File: src/rtl/truth_table_sequencer_if.sv
// Bus between the truth-table sequencer and the gate block / board I/O.
// The master side is the sequencer: it drives stimulus and status, and
// receives start and the gate block's x/y outputs.
interface truth_table_sequencer_if;
  logic       start;
  logic       dut_a;
  logic       dut_b;
  logic       dut_c;
  logic       dut_x;
  logic       dut_y;
  logic       busy;
  logic       done;
  logic       pass;
  logic [3:0] err_count;
  logic       fail_valid;
  logic [2:0] first_fail_vec;

  modport master (
    input  start, dut_x, dut_y,
    output dut_a, dut_b, dut_c, busy, done, pass, err_count,
           fail_valid, first_fail_vec
  );

  modport slave (
    output start, dut_x, dut_y,
    input  dut_a, dut_b, dut_c, busy, done, pass, err_count,
           fail_valid, first_fail_vec
  );
endinterface

File: src/rtl/truth_table_sequencer.sv
// Self-test sweep for the 3-in/2-out gate block: drives all 8 {a,b,c}
// vectors, lets each settle, samples {x,y} against the golden function
// x = ~(c ^ (a&b)), y = a&b, and reports error count / first failure / pass.
module truth_table_sequencer #(
  parameter int unsigned SETTLE_CYCLES = 2,   // 1..15
  parameter bit          STOP_ON_FAIL  = 1'b0
) (
  input logic                    clk_i,
  input logic                    rst_i,
  truth_table_sequencer_if.master bus
);

  typedef enum logic [1:0] {IDLE, SETTLE, SAMPLE, DONE} state_t;

  localparam logic [3:0] CNT_LAST = 4'(SETTLE_CYCLES - 1);

  state_t     state_q;
  logic [2:0] idx_q;
  logic [3:0] cnt_q;
  logic [2:0] vec_q;
  logic       busy_q;
  logic       done_q;
  logic       pass_q;
  logic [3:0] err_q;
  logic       fail_valid_q;
  logic [2:0] first_fail_q;

  logic       mismatch;
  logic [3:0] err_d;

  function automatic logic [1:0] golden(input logic [2:0] v);
    logic a, b, c;
    a = v[2];
    b = v[1];
    c = v[0];
    return {~(c ^ (a & b)), a & b};
  endfunction

  // Compare the gate block against the golden table for the vector under test.
  always_comb begin
    mismatch = ({bus.dut_x, bus.dut_y} != golden(idx_q));
    err_d    = err_q + {3'b000, mismatch};
  end

  // Sweep FSM; every output is a register updated on the transition into
  // the state in which it must be visible.
  always_ff @(posedge clk_i) begin
    if (rst_i) begin
      state_q      <= IDLE;
      idx_q        <= 3'd0;
      cnt_q        <= 4'd0;
      vec_q        <= 3'd0;
      busy_q       <= 1'b0;
      done_q       <= 1'b0;
      pass_q       <= 1'b0;
      err_q        <= 4'd0;
      fail_valid_q <= 1'b0;
      first_fail_q <= 3'd0;
    end else begin
      done_q <= 1'b0;
      case (state_q)
        IDLE: begin
          if (bus.start) begin
            err_q        <= 4'd0;
            fail_valid_q <= 1'b0;
            first_fail_q <= 3'd0;
            pass_q       <= 1'b0;
            idx_q        <= 3'd0;
            cnt_q        <= 4'd0;
            vec_q        <= 3'd0;
            busy_q       <= 1'b1;
            state_q      <= SETTLE;
          end
        end
        SETTLE: begin
          vec_q <= idx_q;
          cnt_q <= cnt_q + 4'd1;
          if (cnt_q == CNT_LAST) state_q <= SAMPLE;
        end
        SAMPLE: begin
          err_q <= err_d;
          if (mismatch && !fail_valid_q) begin
            first_fail_q <= idx_q;
            fail_valid_q <= 1'b1;
          end
          if (idx_q == 3'd7 || (mismatch && STOP_ON_FAIL)) begin
            // pass uses the post-update count so it is valid alongside done
            pass_q  <= (err_d == 4'd0);
            done_q  <= 1'b1;
            busy_q  <= 1'b0;
            vec_q   <= 3'd0;
            state_q <= DONE;
          end else begin
            // present the next vector now so its settle window is full length
            idx_q   <= idx_q + 3'd1;
            vec_q   <= idx_q + 3'd1;
            cnt_q   <= 4'd0;
            state_q <= SETTLE;
          end
        end
        DONE:    state_q <= IDLE;
        default: state_q <= IDLE;
      endcase
    end
  end

  assign bus.dut_a          = vec_q[2];
  assign bus.dut_b          = vec_q[1];
  assign bus.dut_c          = vec_q[0];
  assign bus.busy           = busy_q;
  assign bus.done           = done_q;
  assign bus.pass           = pass_q;
  assign bus.err_count      = err_q;
  assign bus.fail_valid     = fail_valid_q;
  assign bus.first_fail_vec = first_fail_q;

endmodule
File: src/flat_wrapper.sv
// flat-port wrapper written by rule: the top's interface ports become plain ports
module truth_table_sequencer_flat 
#(
  parameter int unsigned SETTLE_CYCLES = 2,           
  parameter bit          STOP_ON_FAIL  = 1'b0
)
  (clk_i, rst_i, bus_start, bus_dut_x, bus_dut_y, bus_dut_a, bus_dut_b, bus_dut_c, bus_busy, bus_done, bus_pass, bus_err_count, bus_fail_valid, bus_first_fail_vec);
  truth_table_sequencer_if bus_i ();
  input logic clk_i;
  input logic rst_i;
  input wire logic [$bits(bus_i.start)-1:0] bus_start;
  input wire logic [$bits(bus_i.dut_x)-1:0] bus_dut_x;
  input wire logic [$bits(bus_i.dut_y)-1:0] bus_dut_y;
  output wire logic [$bits(bus_i.dut_a)-1:0] bus_dut_a;
  output wire logic [$bits(bus_i.dut_b)-1:0] bus_dut_b;
  output wire logic [$bits(bus_i.dut_c)-1:0] bus_dut_c;
  output wire logic [$bits(bus_i.busy)-1:0] bus_busy;
  output wire logic [$bits(bus_i.done)-1:0] bus_done;
  output wire logic [$bits(bus_i.pass)-1:0] bus_pass;
  output wire logic [$bits(bus_i.err_count)-1:0] bus_err_count;
  output wire logic [$bits(bus_i.fail_valid)-1:0] bus_fail_valid;
  output wire logic [$bits(bus_i.first_fail_vec)-1:0] bus_first_fail_vec;
  assign bus_i.start = bus_start;
  assign bus_i.dut_x = bus_dut_x;
  assign bus_i.dut_y = bus_dut_y;
  assign bus_dut_a = bus_i.dut_a;
  assign bus_dut_b = bus_i.dut_b;
  assign bus_dut_c = bus_i.dut_c;
  assign bus_busy = bus_i.busy;
  assign bus_done = bus_i.done;
  assign bus_pass = bus_i.pass;
  assign bus_err_count = bus_i.err_count;
  assign bus_fail_valid = bus_i.fail_valid;
  assign bus_first_fail_vec = bus_i.first_fail_vec;
  truth_table_sequencer #(.SETTLE_CYCLES(SETTLE_CYCLES), .STOP_ON_FAIL(STOP_ON_FAIL)) u_core (.clk_i(clk_i), .rst_i(rst_i), .bus(bus_i));
endmodule
File: config.mk
export PLATFORM = sky130hd
export DESIGN_NAME = truth_table_sequencer_flat
export DESIGN_NICKNAME = d
export VERILOG_FILES = /design/src/rtl/truth_table_sequencer_if.sv /design/src/rtl/truth_table_sequencer.sv /design/src/flat_wrapper.sv
export SDC_FILE = /design/constraint.sdc
export NUM_CORES = 1
export LEC_CHECK = 0
export ABC_AREA = 1
export CAP_MARGIN = 40
export CORE_MARGIN = 3
export CORE_UTILIZATION = 47
export DETAILED_ROUTE_END_ITERATION = 7
export GPL_TIMING_DRIVEN = 0
export PLACE_DENSITY = 0.85
export SLEW_MARGIN = 20
export SYNTH_ARGS = -nofsm -noshare
export SYNTH_HDL_FRONTEND = slang
export SYNTH_SLANG_ARGS = --single-unit
File: constraint.sdc
create_clock -name clk_i -period 1.8 [get_ports clk_i]
set_input_delay 0.18 -clock clk_i [delete_from_list [all_inputs] [get_ports clk_i]]
set_output_delay 0.18 -clock clk_i [all_outputs]
set_load 0.05 [all_outputs]
==> results of run 1 <==
layout make-up:
class	count	area share
buffer	2	0.0117
inverter	22	0.0531
multi-input combinational	115	0.464
clock inverter	1	0.00312
sequential	23	0.294
tap	30	0.0234
clock buffer	3	0.0141
timing repair buffer	23	0.136
flip-flops by register name (all words and copies together), names as in the netlist:
signal	cells
u_core.bus.busy	1
u_core.bus.done	1
u_core.bus.err_count	4
u_core.bus.fail_valid	1
u_core.bus.first_fail_vec	3
u_core.bus.pass	1
u_core.cnt_q	4
u_core.idx_q	3
u_core.state_q	2
u_core.vec_q	3
routing by layer:
layer,part of all wire,vias up,global-route usage,wire [um]
met3,0.042,5,0.0223,120
li1,-,581,-,-
met5,0,-,0,0
met2,0.51,21,0.310,1460
met1,0.43,535,0.208,1230
met4,0.015,0,0.0960,44
per-stage QoR:
stage	power [mW]	instance area (sq um)	setup slack, ns
2_1_floorplan	1.32	1270	0.0395
3_3_place_gp	1.48	1480	-0.331
3_5_place_dp	1.51	1480	-0.371
4_1_cts	1.79	1560	0.0213
5_1_grt	1.98	1600	-0.0279
6_report	1.84	1600	0.0465
placed cells by master, fill, tap and decap left out, types with 2 or more instances in the layout:
cell type,Yosys,layout
dfxtp_4,0,3
dfxtp_1,23,20
inv_2,5,6
nor2_2,2,4
nand2_1,33,32
a22o_1,2,2
clkbuf_4,0,3
a21oi_2,1,2
o21ai_1,2,2
ha_1,10,7
inv_1,15,14
nand2_2,5,6
ha_4,0,2
nand2_4,2,2
buf_4,1,7
nor3_1,3,2
nor2_4,3,3
nand3_1,9,9
nand4_1,3,3
a21oi_1,18,17
nor2_1,10,8
clkdlybuf4s50_1,0,16
o21ai_0,3,3
power by group through the flow:
| stage | logic (mW) | registers [mW] | clock network [mW] |
|---|---|---|---|
| 2_1_floorplan | 0.587 | 0.734 | 0 |
| 3_3_place_gp | 0.828 | 0.656 | 0 |
| 3_5_place_dp | 0.852 | 0.662 | 0 |
| 4_1_cts | 0.892 | 0.650 | 0.252 |
| 5_1_grt | 1.05 | 0.655 | 0.270 |
| 6_report | 0.948 | 0.646 | 0.246 |
cell families after synthesis:
| family | count (synthesis) | synth area share |
|---|---|---|
| XOR/XNOR | 2 | 0.0138 |
| AND/OR/NAND/NOR | 73 | 0.288 |
| AO/OA/AOI/OAI | 30 | 0.147 |
| flip-flops | 23 | 0.363 |
| adder cells (fa/ha/maj) | 10 | 0.0985 |
| buffers and inverters | 25 | 0.0906 |
cell usage after synthesis, drive strengths merged:
library cell	instances
nand2	40
a211oi	1
inv	21
nor3	4
ha	10
nand3	9
or2	1
xor2	1
buf	3
a22oi	1
a22o	2
clkinv	1
nor2	15
nand4	3
o21ai	7
a21oi	19
dfxtp	23
and2	1
xnor2	1
worst max-delay path by stage:
stage / start / endpoint / cells past startpoint
after detailed placement: bus_dut_x / u_core.bus.pass$_SDFFE_PP0P_ / 11
final: u_core.bus.err_count[0]$_SDFFE_PP0P_ / bus_err_count[0] / 1
after global routing: u_core.idx_q[1]$_SDFFE_PP0P_ / u_core.bus.pass$_SDFFE_PP0P_ / 9
after floorplan: u_core.idx_q[0]$_SDFFE_PP0P_ / u_core.bus.pass$_SDFFE_PP0P_ / 10
after CTS: u_core.idx_q[0]$_SDFFE_PP0P_ / u_core.bus.pass$_SDFFE_PP0P_ / 11
after global placement: bus_dut_x / u_core.bus.pass$_SDFFE_PP0P_ / 11
repair_timing:
item                                    4_1_cts  5_1_grt
pin swaps                                     3        8
endpoints found under the setup margin        2        8
hold buffers                                  0        0
gates resized for setup                      11        7
buffers inserted                              3        3
==> impl_metrics.yaml, run 1 <==
power_and_ir_drop:
  p_leak_nw: 0.650
  pwr-share-seq: 0.351
  p_sw_frac: 0.454
  vdd_drop_max_mv: 0.850
  power.switching_uw: 835
  powerDensity_nw_per_um2: 1150
  combPwrFrac: 0.515
  p_int_mw: 1.01
  p_clk_frac: 0.134
global_route:
  gr-total-overflow: 0
  antenna_found_initial: 0
  grt_pass1_wl_mm: 4.64
  grt_max_degree: 14
  grt_usage: 0.177
  grt_pass1_vias: 1101
critical_path:
  worstPathCellList: "clkdlybuf4s50_1"
  crit_path_max_incr_delay_ns: 0.83
  cp_num_buf_inv: 1
  path_max_fanout: 3
  r2r_end: "u_core.bus.pass$_SDFFE_PP0P_"
  cp_top_family: "buffers and inverters"
  worstReg2RegStart: "u_core.idx_q[1]$_SDFFE_PP0P_"
  critPathArrivalTime_ns: 1.57
  slowest_stage: "clkdlybuf4s50_1"
  cp-end-kind: "primary output"
  r2r_slack_ns: 0.06
  r2r_cells: 9
  critPathKind: "flip-flop to primary output"
  cp.required_ns: 1.62
  worst_setup_path_start_kind: "flip-flop"
sta:
  setup_violations: 0
  slew_violations: 0
  worstMarginPinSlew_ns: 0.510
  hold_viol_final: 0
  min_period_ns: 1.75
  setup_tns_ns: 0
  rsz0062_at_grt: "true"
  fin_hold_ws_ns: 0.0773
  fin_crit_sh: 0.974
  relSlewSlack: 0.660
  finClkSkew_ns: 0.00864
  fmax_mhz: 570
routing:
  vias: 1142
  ant_nets: 0
  drt_pass1_iterations: 4
  wl_mm: 2.85
  viasPerCell: 5.21
  drtIter0Drc: 58
  wl_per_cell_um: 13.0
  drc_errors: 0
layout:
  regArea_sq_um: 472
  layoutNonFillerInstCount: 219
  area_growth_pct: 26.2
  finish.utilization: 0.635
  layout.nets: 205
  num-fill-cells: 225
  antenna_cells: 0
  multiInputGateArea_sq_um: 744
  drive_gt1_frac: 0.254
floorplan:
  start_util: 0.503
  die_h_um: 58.0
  ios: 19
  die_x_um: 58.0
  num_rows: 18
  die_area_sq_um: 3360
  core_sq_um: 2520
placed_design:
  portBuffers: 17
  dpl.hpwl_mm: 2.02
  place_inst: 210
  place.gp.congestion: 0.894
synthesis:
  syn_area_sq_um: 1270
  synth_top_area_frac: 0.363
  yosysTopAreaCell: "dfxtp_1"
  avgSynthCellArea_sq_um: 7.79
  synthTopCellsByArea: "dfxtp_1 (36%), ha_1 (9.9%), nand2_1 (9.8%)"
  synthDistinctLibCells: 31
  synth_seq_cells: 23
  syn-num-nets: 178
  ys_seq_area_frac: 0.363
  syn_inst: 163
  ys_warn_count: 0
hold_path:
  worstHoldStart: "rst_i"
  hold_depth: 2
  hp-class: "primary input to flip-flop"
  min_to: "u_core.bus.fail_valid$_SDFFE_PP0P_"
status:
  status: "finished, final reports clean"
cts:
  clk_latency_ns: 0.32
  cts_buffers: 3
  path_clk_slew_ns: 0.13
  htree_levels: 1
  cts_sinks: 23
  root_buffer: "clkbuf_4"
  cts_tree: "built"
  clockBufferDepth: 2
job:
  maxCapViolCount: 0
Power figures use the tool's default switching activity.
==> run 2: changes to the inputs <==
--- a/config.mk
+++ b/config.mk
@@ -11,7 +11,7 @@
 export CORE_UTILIZATION = 47
 export DETAILED_ROUTE_END_ITERATION = 7
 export GPL_TIMING_DRIVEN = 0
-export PLACE_DENSITY = 0.85
+export PLACE_DENSITY = 0.74
 export SLEW_MARGIN = 20
 export SYNTH_ARGS = -nofsm -noshare
 export SYNTH_HDL_FRONTEND = slang
==> impl_metrics.yaml, run 2 (synthesis gave the netlist of run 1 again) <==
floorplan:
  num_rows: 18
  start_util: 0.503
  ios: 19
  die_x_um: 58.0
  core_sq_um: 2520
  die_area_sq_um: 3360
  die_h_um: 58.0
routing:
  drt_pass1_iterations: 5
  drtIter0Drc: 48
  ant_nets: 0
  drc_errors: 0
  vias: 1112
  wl_per_cell_um: 12.5
  viasPerCell: 5.17
  wl_mm: 2.69
global_route:
  antenna_found_initial: 0
  grt_max_degree: 14
  grt_pass1_wl_mm: 4.54
  grt_usage: 0.173
  grt_pass1_vias: 1066
  gr-total-overflow: 0
power_and_ir_drop:
  pwr-share-seq: 0.373
  power.switching_uw: 814
  p_sw_frac: 0.457
  vdd_drop_max_mv: 1.04
  p_leak_nw: 0.648
  powerDensity_nw_per_um2: 1130
  p_int_uw: 969
  p_clk_frac: 0.133
  combPwrFrac: 0.494
hold_path:
  worstHoldStart: "rst_i"
  hold_depth: 2
  min_to: "u_core.bus.fail_valid$_SDFFE_PP0P_"
  hp-class: "primary input to flip-flop"
layout:
  area_growth_pct: 23.8
  regArea_sq_um: 473
  num-fill-cells: 238
  final_cell_mix: "nand2_1 (32), dfxtp_1 (19), a21oi_1 (17)"
  multiInputGateArea_sq_um: 741
  layout.nets: 201
  drive_gt1_frac: 0.238
  antenna_cells: 0
  layout_commonest_cell: "nand2_1"
  layoutNonFillerInstCount: 215
critical_path:
  cp.required_ns: 1.62
  worst_setup_path_start_kind: "flip-flop"
  critPathArrivalTime_ns: 1.55
  cp_top_family: "buffers and inverters"
  worstReg2RegStart: "u_core.idx_q[1]$_SDFFE_PP0P_"
  crit_path_max_incr_delay_ns: 0.83
  path_max_fanout: 4
  r2r_end: "u_core.bus.pass$_SDFFE_PP0P_"
  worstPathCellList: "clkdlybuf4s50_1"
  cp-end-kind: "primary output"
  r2r_slack_ns: 0.11
  critPathKind: "flip-flop to primary output"
  cp_num_buf_inv: 1
  r2r_cells: 9
  slowest_stage: "clkdlybuf4s50_1"
cts:
  cts_sinks: 23
  clk_latency_ns: 0.31
  cts_tree: "built"
  cts_buffers: 3
  htree_levels: 1
  root_buffer: "clkbuf_4"
  ctsHoldBuffers: 0
  path_clk_slew_ns: 0.13
  clockBufferDepth: 2
sta:
  fin_hold_ws_ns: 0.0785
  finClkSkew_ns: 0.00986
  fmax_mhz: 576
  setup_violations: 0
  hold_viol_final: 0
  relSlewSlack: 0.664
  min_period_ns: 1.73
  fin_crit_sh: 0.964
  worstMarginPinSlew_ns: 0.503
  setup_tns_ns: 0
  slew_violations: 0
placed_design:
  dpl.hpwl_mm: 1.99
  place_inst: 210
  portBuffers: 17
  place.gp.congestion: 0.802
status:
  status: "finished, final reports clean"
job:
  maxCapViolCount: 0
==> run 2: cell type report <==
cell class                 count  share of cell area
buffer                         2              0.0119
clock buffer                   3              0.0143
clock inverter                 1             0.00318
inverter                      22              0.0541
multi-input combinational    115               0.471
sequential                    23               0.301
tap                           30              0.0239
timing repair buffer          19               0.121
==> run 2: routing by layer <==
metal | vias up | routed length, um | share of wire | track usage
li1 | 576 | - | - | -
met1 | 500 | 1220 | 0.45 | 0.213
met2 | 32 | 1280 | 0.48 | 0.294
met3 | 4 | 159 | 0.059 | 0.0512
met4 | 0 | 31 | 0.012 | 0.0464
met5 | - | 0 | 0 | 0
==> run 2: worst max path at each step <==
stage / slack [ns] / endpoint / start / cells past startpoint
floorplan: 0.04 / u_core.bus.pass$_SDFFE_PP0P_ / u_core.idx_q[0]$_SDFFE_PP0P_ / 10
global placement: -0.31 / u_core.bus.pass$_SDFFE_PP0P_ / bus_dut_x / 11
detailed placement: -0.35 / u_core.bus.pass$_SDFFE_PP0P_ / bus_dut_x / 11
CTS: 0.02 / u_core.bus.pass$_SDFFE_PP0P_ / u_core.idx_q[0]$_SDFFE_PP0P_ / 11
global route: -0.007 / u_core.bus.pass$_SDFFE_PP0P_ / u_core.idx_q[1]$_SDFFE_PP0P_ / 9
finish: 0.07 / bus_err_count[2] / u_core.bus.err_count[2]$_SDFFE_PP0P_ / 1
==> run 2: worst register-to-register path: stages (launching register included) <==
cell and delay, ns:
dfxtp_4 0.41, nand2_2 0.06, nor2_2 0.12, nand3_2 0.09, and2_4 0.19, ha_4 0.17, ha_4 0.24, nor3_2 0.14
nand3_1 0.09, a21oi_1 0.14
==> run 2: power by group through the flow <==
| stage | clock network (mW) | logic, mW | registers [mW] |
|---|---|---|---|
| 2_1_floorplan | 0 | 0.587 | 0.734 |
| 3_3_place_gp | 0 | 0.821 | 0.658 |
| 3_5_place_dp | 0 | 0.853 | 0.663 |
| 4_1_cts | 0.244 | 0.873 | 0.651 |
| 5_1_grt | 0.269 | 0.976 | 0.675 |
| 6_report | 0.237 | 0.882 | 0.665 |
==> run 2: what timing repair did <==
item | CTS | global route
setup buffers | 1 | 1
setup endpoints to repair | 2 | 6
gates resized for setup | 7 | 11
hold endpoints to repair | 0 | 0
pin swaps | 0 | 7
==> run 2: through the flow <==
step            util  area [sq um]  setup slack, ns  total power [mW]
4_1_cts        0.610          1540           0.0234              1.77
5_1_grt        0.624          1570         -0.00683              1.92
6_report       0.624          1570           0.0652              1.78
3_5_place_dp   0.586          1480           -0.354              1.52
2_1_floorplan      -          1270           0.0395              1.32
3_3_place_gp   0.586          1480           -0.310              1.48
